### src/rtl/spi_mem_arbiter_pkg.sv
// Shared types and constants for the SPI memory port arbiter.
// Imported by the arbiter top and its round-robin picker.
package spi_mem_arbiter_pkg;

  typedef enum logic {
    ST_IDLE = 1'b0,
    ST_BUSY = 1'b1
  } arb_state_t;

  localparam logic [31:0] RDATA_ABORT = 32'hFFFF_FFFF;

  function automatic int next_idx(input int idx, input int n);
    return (idx + 1 >= n) ? 0 : idx + 1;
  endfunction

endpackage

### src/rtl/spi_mem_arbiter_if.sv
// Requester and SPI-controller valid/ready bus of the memory arbiter.
// master = arbiter side, slave = requesters plus controller.
interface spi_mem_arbiter_if #(parameter int NREQ = 2);
  logic [NREQ-1:0]    req_valid;
  logic [NREQ*24-1:0] req_addr;
  logic [NREQ*32-1:0] req_wdata;
  logic [NREQ-1:0]    req_we;
  logic [NREQ-1:0]    req_mem_select;
  logic [NREQ-1:0]    req_ready;
  logic [31:0]        req_rdata;
  logic               spi_valid;
  logic [23:0]        spi_addr;
  logic [31:0]        spi_wdata;
  logic               spi_we;
  logic               spi_mem_select;
  logic [31:0]        spi_rdata;
  logic               spi_ready;
  logic               timeout_err;
  logic               err_clr;

  modport master (
    input  req_valid, req_addr, req_wdata, req_we, req_mem_select,
    input  spi_rdata, spi_ready, err_clr,
    output req_ready, req_rdata,
    output spi_valid, spi_addr, spi_wdata, spi_we, spi_mem_select,
    output timeout_err
  );

  modport slave (
    output req_valid, req_addr, req_wdata, req_we, req_mem_select,
    output spi_rdata, spi_ready, err_clr,
    input  req_ready, req_rdata,
    input  spi_valid, spi_addr, spi_wdata, spi_we, spi_mem_select,
    input  timeout_err
  );
endinterface

### src/rtl/spi_mem_arbiter_rr_pick.sv
// Combinational round-robin picker: first set request at or above ptr, wrapping.
module spi_mem_arbiter_rr_pick #(
  parameter int NREQ = 2,
  parameter int PW   = 1
) (
  input  logic [NREQ-1:0] req,
  input  logic [PW-1:0]   ptr,
  output logic [PW-1:0]   grant,
  output logic            any
);

  logic [PW-1:0] idx;

  // Walk offsets from farthest to nearest so the nearest hit wins.
  always_comb begin
    grant = '0;
    any   = 1'b0;
    idx   = '0;
    for (int k = NREQ - 1; k >= 0; k--) begin
      idx = PW'((int'(ptr) + k) % NREQ);
      if (req[idx]) begin
        grant = idx;
        any   = 1'b1;
      end
    end
  end

endmodule

### src/rtl/spi_mem_arbiter.sv
// Shares one SPI memory controller between NREQ valid/ready requesters:
// round-robin grant, one transaction in flight, watchdog abort on a stuck controller.
module spi_mem_arbiter
  import spi_mem_arbiter_pkg::*;
#(
  parameter int NREQ    = 2,
  parameter int TIMEOUT = 255
) (
  input  logic              clk,
  input  logic              rst_n,
  spi_mem_arbiter_if.master bus
);

  localparam int PW = (NREQ > 1) ? $clog2(NREQ) : 1;
  localparam int WW = $clog2(TIMEOUT + 1);
  localparam logic [WW-1:0] WDOG_MAX = WW'(TIMEOUT);

  arb_state_t    state, state_nxt;
  logic [PW-1:0] rr_ptr, grant, grant_q;
  logic          any;
  logic [WW-1:0] wdog;
  logic          done, abort;
  logic          err_q;
  logic [23:0]   addr_q, addr_sel;
  logic [31:0]   wdata_q, wdata_sel;
  logic          we_q, we_sel, sel_q, sel_sel;

  spi_mem_arbiter_rr_pick #(.NREQ(NREQ), .PW(PW)) u_pick (
    .req   (bus.req_valid),
    .ptr   (rr_ptr),
    .grant (grant),
    .any   (any)
  );

  // A real completion wins over a watchdog expiry in the same cycle.
  always_comb begin
    done  = 1'b0;
    abort = 1'b0;
    if (state == ST_BUSY && rst_n) begin
      if (bus.spi_ready)         done  = 1'b1;
      else if (wdog == WDOG_MAX) abort = 1'b1;
    end
  end

  always_comb begin
    addr_sel  = '0;
    wdata_sel = '0;
    we_sel    = 1'b0;
    sel_sel   = 1'b0;
    for (int j = 0; j < NREQ; j++) begin
      if (grant == PW'(j)) begin
        addr_sel  = bus.req_addr[24*j +: 24];
        wdata_sel = bus.req_wdata[32*j +: 32];
        we_sel    = bus.req_we[j];
        sel_sel   = bus.req_mem_select[j];
      end
    end
  end

  always_ff @(posedge clk) begin
    if (!rst_n) state <= ST_IDLE;
    else        state <= state_nxt;
  end

  always_comb begin
    state_nxt = state;
    case (state)
      ST_IDLE: if (any)           state_nxt = ST_BUSY;
      ST_BUSY: if (done || abort) state_nxt = ST_IDLE;
      default:                    state_nxt = ST_IDLE;
    endcase
  end

  always_comb begin
    bus.req_ready = '0;
    bus.req_rdata = '0;
    bus.spi_valid = (state == ST_BUSY);
    for (int j = 0; j < NREQ; j++) begin
      if (grant_q == PW'(j)) bus.req_ready[j] = done || abort;
    end
    if (done)       bus.req_rdata = bus.spi_rdata;
    else if (abort) bus.req_rdata = RDATA_ABORT;
  end

  always_ff @(posedge clk) begin
    if (!rst_n) begin
      rr_ptr  <= '0;
      grant_q <= '0;
      wdog    <= '0;
      addr_q  <= '0;
      wdata_q <= '0;
      we_q    <= 1'b0;
      sel_q   <= 1'b0;
      err_q   <= 1'b0;
    end else begin
      if (state == ST_IDLE && any) begin
        grant_q <= grant;
        rr_ptr  <= PW'(next_idx(int'(grant), NREQ));
        addr_q  <= addr_sel;
        wdata_q <= wdata_sel;
        we_q    <= we_sel;
        sel_q   <= sel_sel;
        wdog    <= '0;
      end else if (state == ST_BUSY && !done && !abort) begin
        wdog <= wdog + 1'b1;
      end
      if (abort)            err_q <= 1'b1;
      else if (bus.err_clr) err_q <= 1'b0;
    end
  end

  assign bus.spi_addr       = addr_q;
  assign bus.spi_wdata      = wdata_q;
  assign bus.spi_we         = we_q;
  assign bus.spi_mem_select = sel_q;
  assign bus.timeout_err    = err_q;

endmodule
### src/flat_wrapper.sv
// flat-port wrapper written by rule: the top's interface ports become plain ports
module spi_mem_arbiter_flat import spi_mem_arbiter_pkg::*;
#(
  parameter int NREQ    = 2,
  parameter int TIMEOUT = 255
)
  (clk, rst_n, bus_req_valid, bus_req_addr, bus_req_wdata, bus_req_we, bus_req_mem_select, bus_spi_rdata, bus_spi_ready, bus_err_clr, bus_req_ready, bus_req_rdata, bus_spi_valid, bus_spi_addr, bus_spi_wdata, bus_spi_we, bus_spi_mem_select, bus_timeout_err);
  spi_mem_arbiter_if #(.NREQ(NREQ)) bus_i ();
  input  logic clk;
  input  logic rst_n;
  input wire logic [$bits(bus_i.req_valid)-1:0] bus_req_valid;
  input wire logic [$bits(bus_i.req_addr)-1:0] bus_req_addr;
  input wire logic [$bits(bus_i.req_wdata)-1:0] bus_req_wdata;
  input wire logic [$bits(bus_i.req_we)-1:0] bus_req_we;
  input wire logic [$bits(bus_i.req_mem_select)-1:0] bus_req_mem_select;
  input wire logic [$bits(bus_i.spi_rdata)-1:0] bus_spi_rdata;
  input wire logic [$bits(bus_i.spi_ready)-1:0] bus_spi_ready;
  input wire logic [$bits(bus_i.err_clr)-1:0] bus_err_clr;
  output wire logic [$bits(bus_i.req_ready)-1:0] bus_req_ready;
  output wire logic [$bits(bus_i.req_rdata)-1:0] bus_req_rdata;
  output wire logic [$bits(bus_i.spi_valid)-1:0] bus_spi_valid;
  output wire logic [$bits(bus_i.spi_addr)-1:0] bus_spi_addr;
  output wire logic [$bits(bus_i.spi_wdata)-1:0] bus_spi_wdata;
  output wire logic [$bits(bus_i.spi_we)-1:0] bus_spi_we;
  output wire logic [$bits(bus_i.spi_mem_select)-1:0] bus_spi_mem_select;
  output wire logic [$bits(bus_i.timeout_err)-1:0] bus_timeout_err;
  assign bus_i.req_valid = bus_req_valid;
  assign bus_i.req_addr = bus_req_addr;
  assign bus_i.req_wdata = bus_req_wdata;
  assign bus_i.req_we = bus_req_we;
  assign bus_i.req_mem_select = bus_req_mem_select;
  assign bus_i.spi_rdata = bus_spi_rdata;
  assign bus_i.spi_ready = bus_spi_ready;
  assign bus_i.err_clr = bus_err_clr;
  assign bus_req_ready = bus_i.req_ready;
  assign bus_req_rdata = bus_i.req_rdata;
  assign bus_spi_valid = bus_i.spi_valid;
  assign bus_spi_addr = bus_i.spi_addr;
  assign bus_spi_wdata = bus_i.spi_wdata;
  assign bus_spi_we = bus_i.spi_we;
  assign bus_spi_mem_select = bus_i.spi_mem_select;
  assign bus_timeout_err = bus_i.timeout_err;
  spi_mem_arbiter #(.NREQ(NREQ), .TIMEOUT(TIMEOUT)) u_core (.clk(clk), .rst_n(rst_n), .bus(bus_i));
endmodule
### config.mk
export PLATFORM = sky130hd
export DESIGN_NAME = spi_mem_arbiter_flat
export DESIGN_NICKNAME = d
export VERILOG_FILES = /design/src/rtl/spi_mem_arbiter_pkg.sv /design/src/rtl/spi_mem_arbiter_if.sv /design/src/rtl/spi_mem_arbiter_rr_pick.sv /design/src/rtl/spi_mem_arbiter.sv /design/src/flat_wrapper.sv
export SDC_FILE = /design/constraint.sdc
export NUM_CORES = 1
export LEC_CHECK = 0
export ABC_AREA = 1
export BUFFER_PORTS_ARGS = -buffer_cell sky130_fd_sc_hd__buf_2
export CORE_AREA = 2 2 97 99
export CTS_CLUSTER_DIAMETER = 50
export DETAILED_ROUTE_END_ITERATION = 10
export DIE_AREA = 0 0 99 101
export GPL_ROUTABILITY_DRIVEN = 1
export GPL_TIMING_DRIVEN = 0
export HOLD_SLACK_MARGIN = 0.1
export PLACE_DENSITY = 0.81
export SLEW_MARGIN = 20
export SYNTH_ARGS = -nofsm -noshare
export SYNTH_HDL_FRONTEND = slang
export SYNTH_SLANG_ARGS = --single-unit
### constraint.sdc
create_clock -name clk -period 2.8 [get_ports clk]
set_input_delay 0.28 -clock clk [delete_from_list [all_inputs] [get_ports clk]]
set_output_delay 0.28 -clock clk [all_outputs]
set_load 0.005 [all_outputs]
==> results.toml, run 1 <==
[worst_setup_path]
worst_ep_required_time_ns = 2.52
critPathKind = "flip-flop to output port"
crit-reg2reg-launch = "u_core.rr_ptr"
crit_path_max_fanout = 10
setup.worst_path.start_class = "flip-flop"
critical_path.startpoint = "u_core.wdog[0]"
critPathCaptureType = "output port"
critical_path_arrival_ns = 1.80

[timing]
maxSlewViolCount = 0
finalSetupTns_ns = 0
highest_clock_frequency_the_design_can_meet_mhz = 480.7
max_slew_margin_pct = 64.80
final-setup-viol-count = 0
hold_violations = 0
final_min_period_over_clock_period_pct = 74.30
clock_skew_ns = 0.008190
fin_crit_ns = 2.080
worst-slew-pin-transition_ns = 0.5279
worst_hold_slack_ns = 0.1313
grt_setup_unrepaired = "false"

[die]
floorplan.die_area_um2 = 9999
die_x_um = 99
std_cell_rows = 35
core_area_um2 = 8977
initial_core_util_pct = 37.38
pin_count = 248
die_extent_in_y_um = 101

[cells_and_area]
layout-area-overhead-vs-synth_pct = 46.83
fillCellCount = 924
post_route_cells_drive_above_1_share_pct = 39.14
layoutNonFillerInstCount = 880
finish.net_count = 920
antenna_cells = 0
stdcell_area_um2 = 4927
final_common_cell = "sky130_fd_sc_hd__nand2_1"
final_cell_mix = "sky130_fd_sc_hd__nand2_1 (269), sky130_fd_sc_hd__buf_2 (260), sky130_fd_sc_hd__dfxtp_1 (70)"

[drt]
dr_wl_met2_um = 5431
iteration_count_of_the_initial_detailed_routing_pass = 4
met1Wirelength_um = 4416
first_iter_violations = 150
drc = 0
wire_length_per_cell_um = 12.54
top_signal_layer_used = "met4"
via_count = 4135
wl_met3_um = 967
post_drt_via_cell_ratio = 4.699
drt-total-wl_um = 11040
postRouteAntennaNets = 0

[grt]
grt_remaining_overflow = 0
pin_count_of_the_biggest_net_entering_global_routing = 13
grtUsageTotal_pct = 21.35
grt_antenna_before_repair = 0
grt_pass1_wl_um = 17200
first_global_vias = 3748

[logic_synthesis]
synthesis.nets = 662
syn_area_um2 = 3356
synth.ff_latch_count = 70
ys_warn_count = 0
seq_area_frac_synth_pct = 41.76
avgSynthCellArea_um2 = 6.619
synthCells = 507
synthDistinctLibCells = 25

[placed_design]
routability_driven_placement_congestion_ratio = 0.8400
place_hpwl_um = 8704
postPlaceCellArea_um2 = 4731
portBuffers = 247
numPlacedInstances = 865

[cts]
post_cts_buffers = 0
post_cts_resized = 0
clock_tree.buffer_depth = 2
cts_tree = "built"
worst_setup_hold_path_clk_slew_ns = 0.08
clkLatencyLatePin_ns = 0.34
ctsHoldBuffers = 0
cts_made_buffers = 9
h-tree-depth = 3
clock_tree.root_cell = "sky130_fd_sc_hd__clkbuf_8"
tritoncts_num_sinks = 70

[min_path]
timing.hold.worst.start = "bus_req_addr[11]"
holdCritPathClass = "input port to flip-flop"

[outcome]
status = "finished, final reports clean"

[flow_run]
number_of_maximum_capacitance_violations = 0

[power_and_ir_drop]
worst_ir_drop_vdd_v = 0.0002724
total_power_density_per_cell_area_nw_per_um2 = 499.4
p_leak_nw = 2.844
==> power by group <==
group          leakage [nW]  switching [mW]  total (mW)  internal (mW)
Sequential            0.576          0.0462        1.13           1.08
Combinational          2.17           0.265       0.504          0.239
Clock                0.0948           0.395       0.828          0.433
==> critical path, cell delays in order, from the launching register on <==
cell                       delay, ns
sky130_fd_sc_hd__dfxtp_1        0.33
sky130_fd_sc_hd__ha_1           0.24
sky130_fd_sc_hd__nand2_1        0.13
sky130_fd_sc_hd__nor2_4         0.07
sky130_fd_sc_hd__nand2_4        0.13
sky130_fd_sc_hd__clkbuf_1       0.32
sky130_fd_sc_hd__nand2_1        0.10
sky130_fd_sc_hd__buf_2          0.14
==> flip-flops by register name, indices dropped and copies added, names as in the netlist <==
name and flops:
u_core.bus.spi_mem_select 1, u_core.bus.timeout_err 1, u_core.bus.spi_valid 1, u_core.bus.spi_we 1
u_core.bus.spi_addr 24, u_core.wdog 8, u_core.grant_q 1, u_core.rr_ptr 1
u_core.bus.spi_wdata 32
==> worst paths after layout <==
path,endpoint,slack (ns),cells past startpoint
worst max-delay path,bus_req_rdata[2],0.72,7
worst max register to register,u_core.bus.spi_wdata[26],1.39,7
worst min-delay path,u_core.bus.spi_addr[11],0.13,3
worst min register to register,u_core.bus.spi_addr[5],0.47,2
==> final cells by class <==
type	instances	area [um^2]	share of cell area, %
clock inverters	5	58.81	1.193
inverters	28	105.1	2.133
plain buffers	29	188.9	3.834
well taps	111	138.9	2.819
repair buffers	247	1236	25.09
multi-input cells	380	1660	33.70
flip-flops and latches	70	1401	28.44
clock buffers	10	137.6	2.793
==> routing by layer <==
layer	global-route usage, %	vias to the layer above
met5	0	-
met4	8.325	0
met3	5.201	13
met2	37.63	180
met1	24.96	1822
li1	-	2120
==> synthesized netlist by cell type <==
library cell               instances  area share, %
sky130_fd_sc_hd__buf_2            13            1.9
sky130_fd_sc_hd__nand2_2           2           0.37
sky130_fd_sc_hd__a21oi_1          10            1.5
sky130_fd_sc_hd__buf_1             1           0.11
sky130_fd_sc_hd__a31oi_1          26            4.8
sky130_fd_sc_hd__inv_2             4           0.45
sky130_fd_sc_hd__buf_4             5            1.1
sky130_fd_sc_hd__buf_6             6            2.0
sky130_fd_sc_hd__nand3b_1          2           0.45
sky130_fd_sc_hd__o22ai_1           1           0.19
sky130_fd_sc_hd__clkbuf_1          4           0.45
sky130_fd_sc_hd__nand2_4           2           0.67
sky130_fd_sc_hd__ha_1              1           0.37
sky130_fd_sc_hd__nor2_1            7           0.78
sky130_fd_sc_hd__nand2_1         269             30
sky130_fd_sc_hd__xor2_1            1           0.26
sky130_fd_sc_hd__inv_1            24            2.7
sky130_fd_sc_hd__nand4_1           2           0.37
sky130_fd_sc_hd__o21ai_2           1           0.26
sky130_fd_sc_hd__nor2_4            4            1.3
sky130_fd_sc_hd__o21ai_0           3           0.45
sky130_fd_sc_hd__dfxtp_1          70             42
sky130_fd_sc_hd__a21oi_2           2           0.52
sky130_fd_sc_hd__nand3_1          46            6.9
sky130_fd_sc_hd__o21ai_1           1           0.15
==> stage by stage <==
stage                     utilization (%)  setup WS, ns  total power, mW
after global routing                54.89        0.6096            2.594
after detailed placement            52.70         1.073            1.657
final                               54.89        0.7196            2.461
after CTS                           54.89        0.6979            2.482
after global placement              52.70         1.063            1.652
after floorplan                         -         1.343            1.390
==> logic make-up (layout without fill, tap and decap cells) <==
logic type	Yosys count	in the layout	synth area share, %
AOI/OAI and AO/OA	44	44	7.905
DFF	70	70	41.76
xor gates and xnor gates	1	1	0.2610
buffers and inverters	57	319	8.762
adders and majority gates	1	1	0.3728
and+or+nand+nor	334	334	40.94
Power figures use the tool's default switching activity.
==> run 2, diff against run 1 <==
Settings changed: ABC_AREA 1 to 0, CORE_AREA 2 2 97 99 to 2 2 101 103, DIE_AREA 0 0 99 101 to 0 0 103 105, PLACE_DENSITY 0.81 to 0.82.
Clock period 2.8 ns to 1.8 ns, I/O delays scaled along.
==> run 2 against run 1 <==
  * Highest routed layer is now met5
  * Worst hold slack got worse by 0.025 ns
  * Final cell count fell by 5.0%
  * Combinational power rose by 82%
  * Final area rose by 18%
  * Synthesized cell count fell by 23%
  * Count of clock-buffer cells in the layout fell by 1
  * Critical path depth fell by 1
  * Sequential power rose by 54%
  * Clock skew rose by 0.0018 ns
  * Setup slack got worse by 0.88 ns
  * Largest cell class unchanged
  * The run now ends with negative setup slack left
==> results.toml, run 2 <==
[outcome]
status = "finished, violations left"
violations = "negative setup slack"

[placed_design]
place_ws_ns = -0.1662
place_hpwl_um = 9795
postPlaceCellArea_um2 = 5004
portBuffers = 247
routability_driven_placement_congestion_ratio = 0.8356

[timing]
grt_setup_unrepaired = "true"
final-setup-viol-count = 33
worst-slew-pin-transition_ns = 0.5922
post-route-worst-setup-slack_ns = -0.1599
max_slew_margin_pct = 60.52
clock_skew_ns = 0.01000
maxSlewViolCount = 0
fin_crit_ns = 1.960
final_min_period_over_clock_period_pct = 108.9
hold_violations = 0
highest_clock_frequency_the_design_can_meet_mhz = 510.2

[logic_synthesis]
commonest_cells_in_the_synthesized_netlist = "sky130_fd_sc_hd__dfxtp_1 (70), sky130_fd_sc_hd__a21oi_1 (37), sky130_fd_sc_hd__a32oi_1 (37), sky130_fd_sc_hd__nand2_1 (36), sky130_fd_sc_hd__nand3b_1 (32)"
ys_warn_count = 0
synth.ff_latch_count = 70
synthesis.nets = 545
syn_area_um2 = 3601
synth_top_family_by_area = "compound AO/OA/AOI/OAI gates"
yosys.area.top_type = "sky130_fd_sc_hd__dfxtp_1"
seq_area_frac_synth_pct = 38.92
synth.area.top_cells = "sky130_fd_sc_hd__dfxtp_1 (39%), sky130_fd_sc_hd__a32oi_1 (9.0%), sky130_fd_sc_hd__nand3b_1 (6.7%)"
synth-xor-area-share_pct = 0
yosys_most_used_dff = "sky130_fd_sc_hd__dfxtp_1"
synth_async_sr_flop_share_pct = 0
synthCells = 390
synthDistinctLibCells = 44
synth_most_common_cell = "sky130_fd_sc_hd__dfxtp_1"
muxShareOfSynthArea_pct = 0.8339
avgSynthCellArea_um2 = 9.233
synthAdderAreaFrac_pct = 0.3475
yosys.area_share.simple_pct = 19.98
synthesized_area_fraction_occupied_by_ao_oa_aoi_and_oai_cells_pct = 32.52
synth_enable_flop_cells = 0
yosys.area.top_type_share_pct = 38.92

[power_and_ir_drop]
internal_power_mw = 3.051
pwr-share-seq_pct = 41.3
total_power_density_per_cell_area_nw_per_um2 = 722.4
switching_share_pct = 27.50
power.share.clock_pct = 36.9
switchingPower_mw = 1.157
worst_ir_drop_vdd_v = 0.0005374
p_leak_nw = 2.721
combPwrFrac_pct = 21.8
total_power_mw = 4.208

[cells_and_area]
layout-area-overhead-vs-synth_pct = 61.78
post_route_cells_drive_above_1_share_pct = 49.50
finish.net_count = 853
postLayoutCoreUtil_pct = 60.44
final_cell_mix = "sky130_fd_sc_hd__buf_2 (260), sky130_fd_sc_hd__dfxtp_1 (61), sky130_fd_sc_hd__dlygate4sd3_1 (40)"
antenna_cells = 0
largest_reg_flops = 32
final_common_cell = "sky130_fd_sc_hd__buf_2"
stdcell_area_um2 = 5826

[flow_run]
number_of_maximum_capacitance_violations = 0

[grt]
grt_pass1_wl_um = 20680
pin_count_of_the_biggest_net_entering_global_routing = 14
grt_remaining_overflow = 0
grtUsageTotal_pct = 24.41
grt_antenna_before_repair = 1
first_global_vias = 4298

[worst_setup_path]
worst_ep_required_time_ns = 1.62
critical_path_arrival_ns = 1.78
crit_path_max_fanout = 10
critPathCaptureType = "output port"
setup.worst_path.start_class = "flip-flop"
timing.reg2reg.worst_path_depth = 5
critPathKind = "flip-flop to output port"

[drt]
postRouteAntennaNets = 0
first_iter_violations = 207
via_count = 4407
wire_length_per_cell_um = 16.67
iteration_count_of_the_initial_detailed_routing_pass = 5
post_drt_via_cell_ratio = 5.272
drt-total-wl_um = 13930
drc = 0

[die]
die_extent_in_y_um = 105
die_x_um = 103
floorplan.die_area_um2 = 10820
core_area_um2 = 9639
std_cell_rows = 36
initial_core_util_pct = 37.36
pin_count = 248

[cts]
cts_made_buffers = 9
h-tree-depth = 3
cts_tree = "built"
tritoncts_num_sinks = 70
clock_tree.buffer_depth = 2
clkLatencyLatePin_ns = 0.35
worst_setup_hold_path_clk_slew_ns = 0.08
clock_tree.root_cell = "sky130_fd_sc_hd__clkbuf_8"

[min_path]
hold_depth = 3
holdCritPathClass = "input port to flip-flop"
run 2: cell types whose count changed after synthesis, sizes merged, moves of 24 or more:
cell / previous run / this run
nand2: 273 / 36
a21oi: 12 / 67
nand3: 46 / 5
a32oi: 0 / 37
nand3b: 2 / 32
inv: 28 / 3
and3: 0 / 24
run 2: area by class of cell:
class                      instances  area [um^2]
buffer                            44        252.7
clock buffer                       9        123.9
tap                              133        166.4
sequential                        70         1415
multi-input combinational        272         2006
clock inverter                     7        121.4
timing repair buffer             298         1729
fill                             836         3814
inverter                           3        11.26
run 2: power by group through the flow:
| stage | logic, mW | registers (mW) | clock network [mW] |
|---|---|---|---|
| 6_report | 0.916 | 1.74 | 1.55 |
| 5_1_grt | 1.00 | 1.75 | 1.64 |
| 4_1_cts | 0.906 | 1.74 | 1.58 |
| 3_5_place_dp | 0.826 | 1.77 | 0 |
| 3_3_place_gp | 0.800 | 1.77 | 0 |
| 2_1_floorplan | 0.401 | 1.78 | 0 |
run 2: per-stage QoR:
stage	TNS, ns	std cells	hold WS, ns
6_report	-4.024	836	0.1059
3_5_place_dp	-3.431	770	0.4052
4_1_cts	-4.523	832	0.1000
3_3_place_gp	-1.547	770	0.4030
5_1_grt	-6.533	836	0.1001
2_1_floorplan	0	390	0.3178
run 2: logic make-up after synthesis:
group / Yosys count
muxes: 3
buffers and inverters: 48
adders and majority gates: 1
and+or+nand+nor: 122
AOI/OAI and AO/OA: 146
DFF: 70
run 2: worst paths after layout:
path / from / end / slack [ns]
setup reg to reg: u_core.bus.spi_valid / u_core.bus.spi_addr[18] / 0.19
setup / recovery: u_core.wdog[1] / bus_req_rdata[29] / -0.16
hold reg to reg: u_core.bus.spi_wdata[1] / u_core.bus.spi_wdata[1] / 0.46
hold / removal: bus_req_wdata[14] / u_core.bus.spi_wdata[14] / 0.11
run 2: timing repair:
item                                    in CTS  in global routing
endpoints found under the setup margin      34                 35
hold endpoints to repair                    40                  0
resized for setup                           25                  5
buffers inserted                             7                  4
pin swaps                                    2                  0
hold buffers                                40                  0
run 2: per-layer routing:
layer / vias to the layer above / routed length [um] / GRT usage (%)
met5: - / 13 / 0
met4: 2 / 260 / 8.741
met3: 22 / 1051 / 5.953
met2: 209 / 7419 / 46.52
met1: 2046 / 5186 / 24.96
li1: 2128 / - / -
run 2: critical path, cell delays in order, from the launching register on:
cell	delay [ns]
sky130_fd_sc_hd__dfxtp_2	0.36
sky130_fd_sc_hd__ha_4	0.15
sky130_fd_sc_hd__nand3_4	0.08
sky130_fd_sc_hd__or3_4	0.40
sky130_fd_sc_hd__buf_12	0.18
sky130_fd_sc_hd__a21oi_4	0.13
sky130_fd_sc_hd__buf_2	0.13
